`src/rtl/lsu_pkg.sv`:
```
// Shared definitions for the load/store unit: access sizes, FSM states,
// fault codes and the size/alignment legality helpers.
package lsu_pkg;

   localparam logic [2:0] F3_B  = 3'b000;
   localparam logic [2:0] F3_H  = 3'b001;
   localparam logic [2:0] F3_W  = 3'b010;
   localparam logic [2:0] F3_BU = 3'b100;
   localparam logic [2:0] F3_HU = 3'b101;

   typedef enum logic [2:0] {
      S_IDLE,
      S_REQ,
      S_WAIT,
      S_DONE,
      S_ERR
   } state_t;

   typedef enum logic [1:0] {
      FAULT_NONE     = 2'd0,
      FAULT_MISALIGN = 2'd1,
      FAULT_TIMEOUT  = 2'd2,
      FAULT_ILLEGAL  = 2'd3
   } fault_t;

   // Unsigned byte/halfword variants only exist for loads.
   function automatic logic f3_legal(input logic [2:0] f3, input logic we);
      case (f3)
         F3_B, F3_H, F3_W: return 1'b1;
         F3_BU, F3_HU:     return !we;
         default:          return 1'b0;
      endcase
   endfunction

   // Size is encoded in funct3[1:0] for both signed and unsigned variants.
   function automatic logic f3_aligned(input logic [2:0] f3, input logic [1:0] off);
      case (f3[1:0])
         2'b01:   return !off[0];
         2'b10:   return off == 2'b00;
         default: return 1'b1;
      endcase
   endfunction

endpackage

```
`src/rtl/lsu_if.sv`:
```
// Core-side and bus-side bundles of the load/store unit.
// Core side: the datapath is master, the LSU is slave.
interface lsu_core_if;
   logic        req_valid;
   logic        we;
   logic [2:0]  funct3;
   logic [31:0] addr;
   logic [31:0] wdata;
   logic [31:0] rdata;
   logic        stall;
   logic [1:0]  fault;
   logic        done;

   modport master (output req_valid, we, funct3, addr, wdata,
                   input  rdata, stall, fault, done);
   modport slave  (input  req_valid, we, funct3, addr, wdata,
                   output rdata, stall, fault, done);
endinterface

// Bus side: the LSU is master, the memory is slave.
interface lsu_bus_if;
   logic        mem_req;
   logic        mem_we;
   logic [31:0] mem_addr;
   logic [3:0]  mem_be;
   logic [31:0] mem_wdata;
   logic        mem_gnt;
   logic        mem_rvalid;
   logic [31:0] mem_rdata;

   modport master (output mem_req, mem_we, mem_addr, mem_be, mem_wdata,
                   input  mem_gnt, mem_rvalid, mem_rdata);
   modport slave  (input  mem_req, mem_we, mem_addr, mem_be, mem_wdata,
                   output mem_gnt, mem_rvalid, mem_rdata);
endinterface

```
`src/rtl/lsu_align.sv`:
```
// Byte-lane logic: byte enables and lane-replicated store data, plus
// extraction and sign/zero extension of load data. Purely combinational.
module lsu_align
   import lsu_pkg::*;
(
   input  logic [2:0]  funct3_i,
   input  logic [1:0]  off_i,
   input  logic [31:0] st_data_i,
   input  logic [31:0] ld_word_i,
   output logic [3:0]  be_o,
   output logic [31:0] st_data_o,
   output logic [31:0] ld_data_o
);

   logic [7:0]  byte_v;
   logic [15:0] half_v;

   // Select lanes by size and offset; funct3[2] chooses zero extension.
   always_comb begin
      be_o      = 4'b0000;
      st_data_o = '0;
      ld_data_o = '0;
      byte_v    = ld_word_i[{off_i, 3'b000} +: 8];
      half_v    = off_i[1] ? ld_word_i[31:16] : ld_word_i[15:0];
      case (funct3_i[1:0])
         2'b00: begin
            be_o      = 4'b0001 << off_i;
            st_data_o = {4{st_data_i[7:0]}};
            ld_data_o = funct3_i[2] ? {24'b0, byte_v} : {{24{byte_v[7]}}, byte_v};
         end
         2'b01: begin
            be_o      = off_i[1] ? 4'b1100 : 4'b0011;
            st_data_o = {2{st_data_i[15:0]}};
            ld_data_o = funct3_i[2] ? {16'b0, half_v} : {{16{half_v[15]}}, half_v};
         end
         default: begin
            be_o      = 4'b1111;
            st_data_o = st_data_i;
            ld_data_o = ld_word_i;
         end
      endcase
   end

endmodule

```
`src/rtl/lsu.sv`:
```
// Load/store unit: checks size and alignment, issues one request/grant bus
// transaction per access, stalls the core until completion, fault or timeout.
module lsu
   import lsu_pkg::*;
#(
   parameter int unsigned TIMEOUT = 255
) (
   input  logic      clk,
   input  logic      reset,
   lsu_core_if.slave core,
   lsu_bus_if.master bus
);

   localparam int unsigned   CW    = (TIMEOUT > 1) ? $clog2(TIMEOUT + 1) : 1;
   localparam logic [CW-1:0] TMAX  = CW'(TIMEOUT - 1);
   localparam bit            TO_EN = (TIMEOUT != 0);

   state_t        state_q;
   logic [31:0]   rdata_q;
   logic          req_q;
   logic          we_q;
   logic [31:0]   addr_q;
   logic [3:0]    be_q;
   logic [31:0]   wdata_q;
   logic          done_q;
   fault_t        fault_q;
   logic [CW-1:0] cnt_q;
   logic [CW-1:0] cnt_d;

   logic          legal;
   logic          aligned;
   logic          expire;
   logic [3:0]    al_be;
   logic [31:0]   al_wdata;
   logic [31:0]   al_rdata;

   // Address, data, size and direction are held by the core while stalled,
   // so one lane unit serves both request formatting and load capture.
   lsu_align u_align (
      .funct3_i  (core.funct3),
      .off_i     (core.addr[1:0]),
      .st_data_i (core.wdata),
      .ld_word_i (bus.mem_rdata),
      .be_o      (al_be),
      .st_data_o (al_wdata),
      .ld_data_o (al_rdata)
   );

   // Access checks and timeout bookkeeping.
   always_comb begin
      legal   = f3_legal(core.funct3, core.we);
      aligned = f3_aligned(core.funct3, core.addr[1:0]);
      cnt_d   = cnt_q + CW'(1);
      expire  = TO_EN && (cnt_q == TMAX);
   end

   // Access FSM with registered bus and completion outputs.
   always_ff @(posedge clk or posedge reset) begin
      if (reset) begin
         state_q <= S_IDLE;
         rdata_q <= '0;
         req_q   <= 1'b0;
         we_q    <= 1'b0;
         addr_q  <= '0;
         be_q    <= '0;
         wdata_q <= '0;
         done_q  <= 1'b0;
         fault_q <= FAULT_NONE;
         cnt_q   <= '0;
      end else begin
         done_q  <= 1'b0;
         fault_q <= FAULT_NONE;
         case (state_q)
            S_IDLE: begin
               if (core.req_valid) begin
                  if (!legal) begin
                     state_q <= S_ERR;
                     done_q  <= 1'b1;
                     fault_q <= FAULT_ILLEGAL;
                  end else if (!aligned) begin
                     state_q <= S_ERR;
                     done_q  <= 1'b1;
                     fault_q <= FAULT_MISALIGN;
                  end else begin
                     state_q <= S_REQ;
                     req_q   <= 1'b1;
                     we_q    <= core.we;
                     addr_q  <= {core.addr[31:2], 2'b00};
                     be_q    <= al_be;
                     wdata_q <= core.we ? al_wdata : '0;
                     cnt_q   <= '0;
                  end
               end
            end
            S_REQ: begin
               // A grant in the expiry cycle still completes the access.
               if (bus.mem_gnt) begin
                  req_q <= 1'b0;
                  cnt_q <= cnt_d;
                  if (we_q || bus.mem_rvalid) begin
                     state_q <= S_DONE;
                     done_q  <= 1'b1;
                     if (!we_q) rdata_q <= al_rdata;
                  end else begin
                     state_q <= S_WAIT;
                  end
               end else if (expire) begin
                  req_q   <= 1'b0;
                  state_q <= S_ERR;
                  done_q  <= 1'b1;
                  fault_q <= FAULT_TIMEOUT;
               end else begin
                  cnt_q <= cnt_d;
               end
            end
            S_WAIT: begin
               if (bus.mem_rvalid) begin
                  rdata_q <= al_rdata;
                  state_q <= S_DONE;
                  done_q  <= 1'b1;
               end else if (expire) begin
                  state_q <= S_ERR;
                  done_q  <= 1'b1;
                  fault_q <= FAULT_TIMEOUT;
               end else begin
                  cnt_q <= cnt_d;
               end
            end
            // Completion lasts one cycle; req_valid here is the finishing access.
            S_DONE, S_ERR: state_q <= S_IDLE;
            default:       state_q <= S_IDLE;
         endcase
      end
   end

   assign core.stall = (state_q == S_IDLE && core.req_valid) ||
                       (state_q == S_REQ) || (state_q == S_WAIT);
   assign core.rdata = rdata_q;
   assign core.done  = done_q;
   assign core.fault = fault_q;

   assign bus.mem_req   = req_q;
   assign bus.mem_we    = we_q;
   assign bus.mem_addr  = addr_q;
   assign bus.mem_be    = be_q;
   assign bus.mem_wdata = wdata_q;

endmodule

```
`src/flat_wrapper.sv`:
```
// flat-port wrapper written by rule: the top's interface ports become plain ports
module lsu_flat import lsu_pkg::*;
#(
   parameter int unsigned TIMEOUT = 255
)
  (clk, reset, core_req_valid, core_we, core_funct3, core_addr, core_wdata, core_rdata, core_stall, core_fault, core_done, bus_mem_req, bus_mem_we, bus_mem_addr, bus_mem_be, bus_mem_wdata, bus_mem_gnt, bus_mem_rvalid, bus_mem_rdata);
  lsu_core_if core_i ();
  lsu_bus_if bus_i ();
  input  logic clk;
  input  logic reset;
  input wire logic [$bits(core_i.req_valid)-1:0] core_req_valid;
  input wire logic [$bits(core_i.we)-1:0] core_we;
  input wire logic [$bits(core_i.funct3)-1:0] core_funct3;
  input wire logic [$bits(core_i.addr)-1:0] core_addr;
  input wire logic [$bits(core_i.wdata)-1:0] core_wdata;
  output wire logic [$bits(core_i.rdata)-1:0] core_rdata;
  output wire logic [$bits(core_i.stall)-1:0] core_stall;
  output wire logic [$bits(core_i.fault)-1:0] core_fault;
  output wire logic [$bits(core_i.done)-1:0] core_done;
  output wire logic [$bits(bus_i.mem_req)-1:0] bus_mem_req;
  output wire logic [$bits(bus_i.mem_we)-1:0] bus_mem_we;
  output wire logic [$bits(bus_i.mem_addr)-1:0] bus_mem_addr;
  output wire logic [$bits(bus_i.mem_be)-1:0] bus_mem_be;
  output wire logic [$bits(bus_i.mem_wdata)-1:0] bus_mem_wdata;
  input wire logic [$bits(bus_i.mem_gnt)-1:0] bus_mem_gnt;
  input wire logic [$bits(bus_i.mem_rvalid)-1:0] bus_mem_rvalid;
  input wire logic [$bits(bus_i.mem_rdata)-1:0] bus_mem_rdata;
  assign core_i.req_valid = core_req_valid;
  assign core_i.we = core_we;
  assign core_i.funct3 = core_funct3;
  assign core_i.addr = core_addr;
  assign core_i.wdata = core_wdata;
  assign core_rdata = core_i.rdata;
  assign core_stall = core_i.stall;
  assign core_fault = core_i.fault;
  assign core_done = core_i.done;
  assign bus_mem_req = bus_i.mem_req;
  assign bus_mem_we = bus_i.mem_we;
  assign bus_mem_addr = bus_i.mem_addr;
  assign bus_mem_be = bus_i.mem_be;
  assign bus_mem_wdata = bus_i.mem_wdata;
  assign bus_i.mem_gnt = bus_mem_gnt;
  assign bus_i.mem_rvalid = bus_mem_rvalid;
  assign bus_i.mem_rdata = bus_mem_rdata;
  lsu #(.TIMEOUT(TIMEOUT)) u_core (.clk(clk), .reset(reset), .core(core_i), .bus(bus_i));
endmodule
```
`config.mk`:
```
export PLATFORM = sky130hd
export DESIGN_NAME = lsu_flat
export DESIGN_NICKNAME = d
export VERILOG_FILES = /design/src/rtl/lsu_pkg.sv /design/src/rtl/lsu_if.sv /design/src/rtl/lsu_align.sv /design/src/rtl/lsu.sv /design/src/flat_wrapper.sv
export SDC_FILE = /design/constraint.sdc
export NUM_CORES = 1
export LEC_CHECK = 0
export BUFFER_PORTS_ARGS = -buffer_cell sky130_fd_sc_hd__buf_2
export CELL_PAD_IN_SITES_DETAIL_PLACEMENT = 0
export CELL_PAD_IN_SITES_GLOBAL_PLACEMENT = 1
export CORE_UTILIZATION = 38
export DETAILED_ROUTE_END_ITERATION = 10
export PLACE_DENSITY_LB_ADDON = 0.3
export SLEW_MARGIN = 20
export SYNTH_ARGS = -nofsm -noshare
export SYNTH_HDL_FRONTEND = slang
export SYNTH_SLANG_ARGS = --single-unit
```
`constraint.sdc`:
```
create_clock -name clk -period 6.2 [get_ports clk]
set_input_delay 0.31 -clock clk [delete_from_list [all_inputs] [get_ports clk]]
set_output_delay 0.31 -clock clk [all_outputs]
set_load 0.02 [all_outputs]
```
Yosys cells after proc, flatten, opt, wreduce, memory -nomap -nowiden
Index checks and enable logic that the tools add are counted.
{"block": "word_totals", "ff_bits": 114}
{"block": "op_classes", "eq_ne": 18, "shifts": 2, "mux": 51, "reduce_logical": 19, "n_addsub": 1}
{"op": "32-bit two-way mux", "n": 7}
{"op": "32-bit one-hot mux with 2 select lines", "n": 3}
{"op": "8-bit two-way mux", "n": 6}
{"op": "32-bit by 6-bit indexed part select with 8-bit output", "n": 1}
{"op": "8-bit one-hot mux with 3 select lines", "n": 1}
{"op": "3-bit two-way mux", "n": 6}
{"op": "16-bit two-way mux", "n": 1}
{"op": "5-bit AND reduction", "n": 3}
{"op": "1-bit two-way mux", "n": 14}
{"op": "2-bit two-way mux", "n": 5}
{"op": "2-bit inequality test (second input constant)", "n": 5}
{"op": "3-bit one-hot mux with 3 select lines", "n": 1}
{"op": "8-bit by 1-bit adder with 8-bit output (second input constant)", "n": 1}
{"op": "8-bit equality test (second input constant)", "n": 1}
{"op": "4-bit one-hot mux with 2 select lines", "n": 1}
{"op": "3-bit by 1-bit equality test with 1-bit output (second input constant)", "n": 2}
{"op": "3-bit by 2-bit equality test with 1-bit output (second input constant)", "n": 2}
{"op": "3-bit equality test (second input constant)", "n": 2}
{"op": "3-bit logical NOT", "n": 2}
{"op": "2-bit by 1-bit inequality test with 1-bit output (second input constant)", "n": 3}
{"op": "1-bit one-hot mux with 2 select lines", "n": 3}
{"op": "2-bit one-hot mux with 3 select lines", "n": 1}
{"op": "2-bit logical NOT", "n": 2}
{"op": "4-bit two-way mux", "n": 1}
{"op": "13 further kinds", "n": 17}

Depth between registers and ports, before layout
{"block": "logic_depth", "word_depth": 7, "depth_mapped": 11, "ltp_nobuf": 7}

Hierarchy
Synthesis repeated with hierarchy kept, for this count alone.
{"block": "unflattened", "cells_unflattened": 583, "hier_area_um2": 6257.3}
{"mod": "lsu", "instances": 1, "area_per_inst_um2": 4966.0, "cells_per_inst": 412}
{"mod": "lsu_align", "instances": 1, "area_per_inst_um2": 1291.2, "cells_per_inst": 171}

Worst setup path before layout
Ideal clock, no wire load.
{"block": "synth_timing", "path_kind": "input to register", "start": "in core_funct3[1]", "end": "reg u_core.we_q, in the netlist u_core.bus.mem_we", "arrival_time_ns": 1.928, "required_ns": 6.083, "setup_ns": 0.117, "setup_slack_ns": 4.155, "stages": 11, "path_buffers": 4, "cell_sequence": "inv_1 ha_1 clkbuf_1 inv_1 o211a_2 or3_1 buf_2 buf_6 buf_6 nand2_1 nand2_1"}
{"block": "synth_via", "elab_chain_cells": 4, "elab_cells_between_ends": 12, "classes_between": "eq/ne: 6; mux: 2; reduce/logical: 4"}
{"item": "start, declared", "line": "flat_wrapper.sv:13", "source": "input wire logic [$bits(core_i.funct3)-1:0] core_funct3;"}
{"item": "3-bit by 1-bit equality test with 1-bit output, or another cell as far along", "line": "lsu_pkg.sv:28", "source": "case (f3)"}
{"item": "3-bit OR reduction or 2-bit OR reduction (tied branches)", "line": "lsu_pkg.sv:28"}
{"item": "1-bit one-hot mux with 2 select lines", "line": "lsu_pkg.sv:28"}
{"item": "4-bit AND reduction (no line) (*)"}
{"item": "end signal, assigned", "line": "lsu.sv:87", "source": "we_q <= core.we;"}
{"item": "end, declared", "line": "lsu.sv:21", "source": "logic we_q;"}
Mark *: on every way between the ends. The rest lies on a longest branch, timed or not.
A chain may end at the register's enable or synchronous reset.

Final worst setup path
{"block": "layout_timing", "start": "in core_funct3[1]", "end": "reg u_core.wdata_q[12], in the netlist u_core.bus.mem_wdata[12]"}
{"block": "layout_via", "elab_chain_cells": 4, "elab_cells_between_ends": 15, "classes_between": "eq/ne: 6; mux: 4; reduce/logical: 5"}
{"item": "3-bit by 1-bit equality test with 1-bit output, or another cell as far along", "line": "lsu_pkg.sv:28"}
{"item": "3-bit OR reduction or 2-bit OR reduction (tied branches)", "line": "lsu_pkg.sv:28"}
{"item": "1-bit one-hot mux with 2 select lines", "line": "lsu_pkg.sv:28"}
{"item": "4-bit AND reduction (no line)"}
{"item": "end signal, assigned", "line": "lsu.sv:90", "source": "wdata_q <= core.we ? al_wdata : '0;"}
{"item": "end, declared", "line": "lsu.sv:24", "source": "logic [31:0] wdata_q;"}
Parallel ways exist; a longest one is shown, timed or not.

==> out/summary.log <==
qor: floorplanning.die-height 123 um
qor: status.run_status finished clean
qor: cts.cts_root_buf sky130_fd_sc_hd__clkbuf_16
qor: cts.post_cts_buffers 0
qor: global_routing.grt_antenna_before_repair 0
qor: timing.timing.setup.tns 0 ns
qor: detailed_routing.route.vias.total 5293
qor: global_routing.grt_first_pass_wirelength 25300 um
qor: setup_path.critical_path_class input pin to register
qor: pwr.power-per-cell-area 514 nW/um^2
qor: yosys.count_of_unique_library_cells_instantiated_by_yosys 53
qor: detailed_routing.detail_route.first_pass.iterations 5
qor: yosys.synthesis.area 5530 um^2
qor: yosys.postSynthAreaPerCell 8.76 um^2
qor: setup_path.cp_data_arrival_time 3.53 ns
qor: floorplanning.row_count 43
qor: detailed_routing.routed_wl 16600 um
qor: global_routing.maximum_number_of_pins_on_one_net_before_global_route_repair 66
qor: global_routing.grt_usage 0.221
qor: timing.final_min_period_over_clock_period 0.520
qor: cts.cts_resized 0
qor: timing.post_route_skew 0.00611 ns
qor: run.cap_viol_max_count 0
qor: cts.cts.hold.buffers_added 0
qor: hold_path.hold_path.class input pin to async pin
qor: timing.max_slew_margin 0.417
qor: layout.areaGrowthSynthToFinish 31.1%
qor: layout.num-nets-final 932
qor: layout.area.sequential 2850 um^2
qor: layout.multi_input_comb_area 2430 um^2
qor: setup_path.r2r_setup_slack 3.51 ns
qor: cts.cts_tree built
qor: timing.slew_viol_final 0
qor: cts.clkLatencyLatePin 0.41 ns
qor: cts.max-clock-path-buffers 2
qor: global_routing.first_global_vias 4942
qor: yosys.synth_top_cell_by_area sky130_fd_sc_hd__dfrtp_1
qor: setup_path.worstPathMaxFanout 51
qor: yosys.top_flip_flop_cell_by_instance_count_after_synthesis sky130_fd_sc_hd__dfrtp_1
qor: placed_design.place.gp.congestion 0.836
qor: setup_path.crit_slowest_cell sky130_fd_sc_hd__or3_2
qor: timing.setup-violations-final 0
qor: floorplanning.design.portCount 211
qor: timing.hold_viol_final 0
qor: yosys.synth_area_leaders sky130_fd_sc_hd__dfrtp_1, sky130_fd_sc_hd__nand2_1, sky130_fd_sc_hd__o21ai_0
qor: detailed_routing.dr.first_iter.drc_count 389
qor: floorplanning.fp.coreArea 14000 um^2
qor: detailed_routing.route.detailed.vias_per_inst 5.21
qor: layout.final_layout_size_suffix_gt1_frac 0.307
qor: cts.cts_htree_levels 4
qor: layout.final.fill_count 1363
qor: timing.postLayoutSetupSlackWorst 2.98 ns
qor: detailed_routing.routed_wl_per_cell 16.3 um
qor: layout.layout_common_cells sky130_fd_sc_hd__nand2_1, sky130_fd_sc_hd__buf_2, sky130_fd_sc_hd__dfrtp_1
qor: yosys.synth_edf_count 0
qor: setup_path.r2r_cells 5
qor: setup_path.required_time_of_the_critical_path 6.51 ns
qor: setup_path.timing.critical_path.slowest_cell_delay 0.87 ns
qor: floorplanning.initial_core_util 0.393
qor: setup_path.endpoint_kind register
qor: detailed_routing.drt_drc_violations_left 0
qor: timing.rsz_0062_raised_after_global_routing false
qor: placed_design.detailedPlacementHpwl 12000 um
qor: yosys.synth_warnings 0
qor: placed_design.buffer_ports.inserted 208
qor: floorplanning.design.die.area 15000 um^2
qor: timing.max_freq 310 MHz
qor: setup_path.cp-start-kind input pin
qor: pwr.vdd_drop_max 0.206 mV
qor: floorplanning.die_w 123 um
qor: yosys.synth-async-reset-ratio 1.00
qor: setup_path.path_cells buf_2 > inv_1 > ha_1 > or2_2 > o21ai_1 > or3_2 > buf_4 > o31ai_1
qor: pwr.leakage 0.00379 uW
qor: timing.worstMarginPinSlew 0.874 ns
qor: cts.number_of_buffers_inserted_during_clock_tree_synthesis 17
qor: detailed_routing.drtAntennaViolNets 0
qor: yosys.synth_sequential_area_ratio 0.516
qor: cts.cts_num_sinks 114
qor: layout.final_common_cell sky130_fd_sc_hd__nand2_1
qor: global_routing.grt.overflow.total 0
qor: yosys.syn_inst 631
qor: yosys.synth.ff_latch_count 114
qor: timing.period_needed 3.22 ns
qor: cts.worst_setup_hold_path_clk_slew 0.05 ns
qor: placed_design.detailedPlace.worstSlack 2.55 ns
qor: yosys.synth_top_area_frac 0.516
[path summary, 6_finish.rpt]
| path | end | startpoint |
|---|---|---|
| worst max-delay path | u_core.bus.mem_wdata[12] | core_funct3[1] |
| worst min-delay path | u_core.bus.mem_addr[7] | reset |
| worst max register to register | u_core.bus.mem_wdata[12] | u_core.state_q[0] |
| worst min register to register | u_core.bus.mem_addr[19] | u_core.bus.mem_addr[19] |
| max in group asynchronous | u_core.core.rdata[12] | reset |
| min in group clk | u_core.bus.mem_addr[2] | core_addr[2] |
[cell families after synthesis]
logic type	Yosys count	share of synthesized area
AND/OR/NAND/NOR	298	0.219
AO/OA/AOI/OAI	151	0.184
flip-flops	114	0.516
buffers and inverters	51	0.0460
multiplexers	11	0.0229
adder cells (fa/ha/maj)	5	0.0113
other	1	0.000679
[flip-flops by register name (all words and copies together), names as in the netlist]
signal                cells
u_core.bus.mem_we         1
u_core.bus.mem_req        1
u_core.cnt_q              8
u_core.core.fault         2
u_core.bus.mem_wdata     32
u_core.core.rdata        32
u_core.core.done          1
u_core.bus.mem_be         4
u_core.bus.mem_addr      30
u_core.state_q            3
[per-layer routing]
metal | global-route usage | wire, um
met1 | 0.287 | 7110
met3 | 0.0669 | 1320
met5 | 0 | 0
met2 | 0.344 | 7890
met4 | 0.0823 | 233
[power by group]
group / internal (uW) / switching, uW / leakage, uW
Clock: 677 / 337 / 0.000303
Combinational: 482 / 951 / 0.00203
Sequential: 1070 / 205 / 0.00146
Total: 2230 / 1490 / 0.00379
[stage by stage]
stage          std cells   util  instance area [um^2]  power, uW  hold WS [ns]
2_1_floorplan        632      -                  5530       2190         0.415
3_3_place_gp         982  0.471                  6620       2690         0.456
3_5_place_dp         983  0.472                  6630       2730         0.460
4_1_cts             1015  0.516                  7240       3760        0.0288
5_1_grt             1015  0.516                  7240       3970        0.0665
6_report            1016  0.516                  7240       3720       0.00730
[critical path, delay by kind of cell]
family,cells,cell delay [ns]
simple gates,2,1.47
compound gates,2,0.60
buf+inv,3,0.60
fa+ha+maj,1,0.54
[synthesized netlist by cell type, drive strengths merged, types with 2 or more instances]
cell type	count
a211o	2
a211oi	3
a21boi	2
a21o	3
a21oi	8
a221oi	12
a22o	9
a31oi	3
and2	4
and3	2
buf	17
clkbuf	25
dfrtp	114
ha	5
inv	9
mux2	3
mux2i	7
nand2	228
nand2b	6
nand3	10
nor2	37
nor3	2
o211ai	17
o21a	2
o21ai	56
o31a	3
o31ai	19
or3b	3
[layout make-up]
type,instances,share of cell area
inverters,9,0.00501
well taps,180,0.0311
diodes,1,0.000345
repair buffers,213,0.150
multi-input cells,467,0.336
clock buffers,20,0.0617
flip-flops and latches,114,0.394
clock inverters,12,0.0225
(Power assumes the default switching activity.)
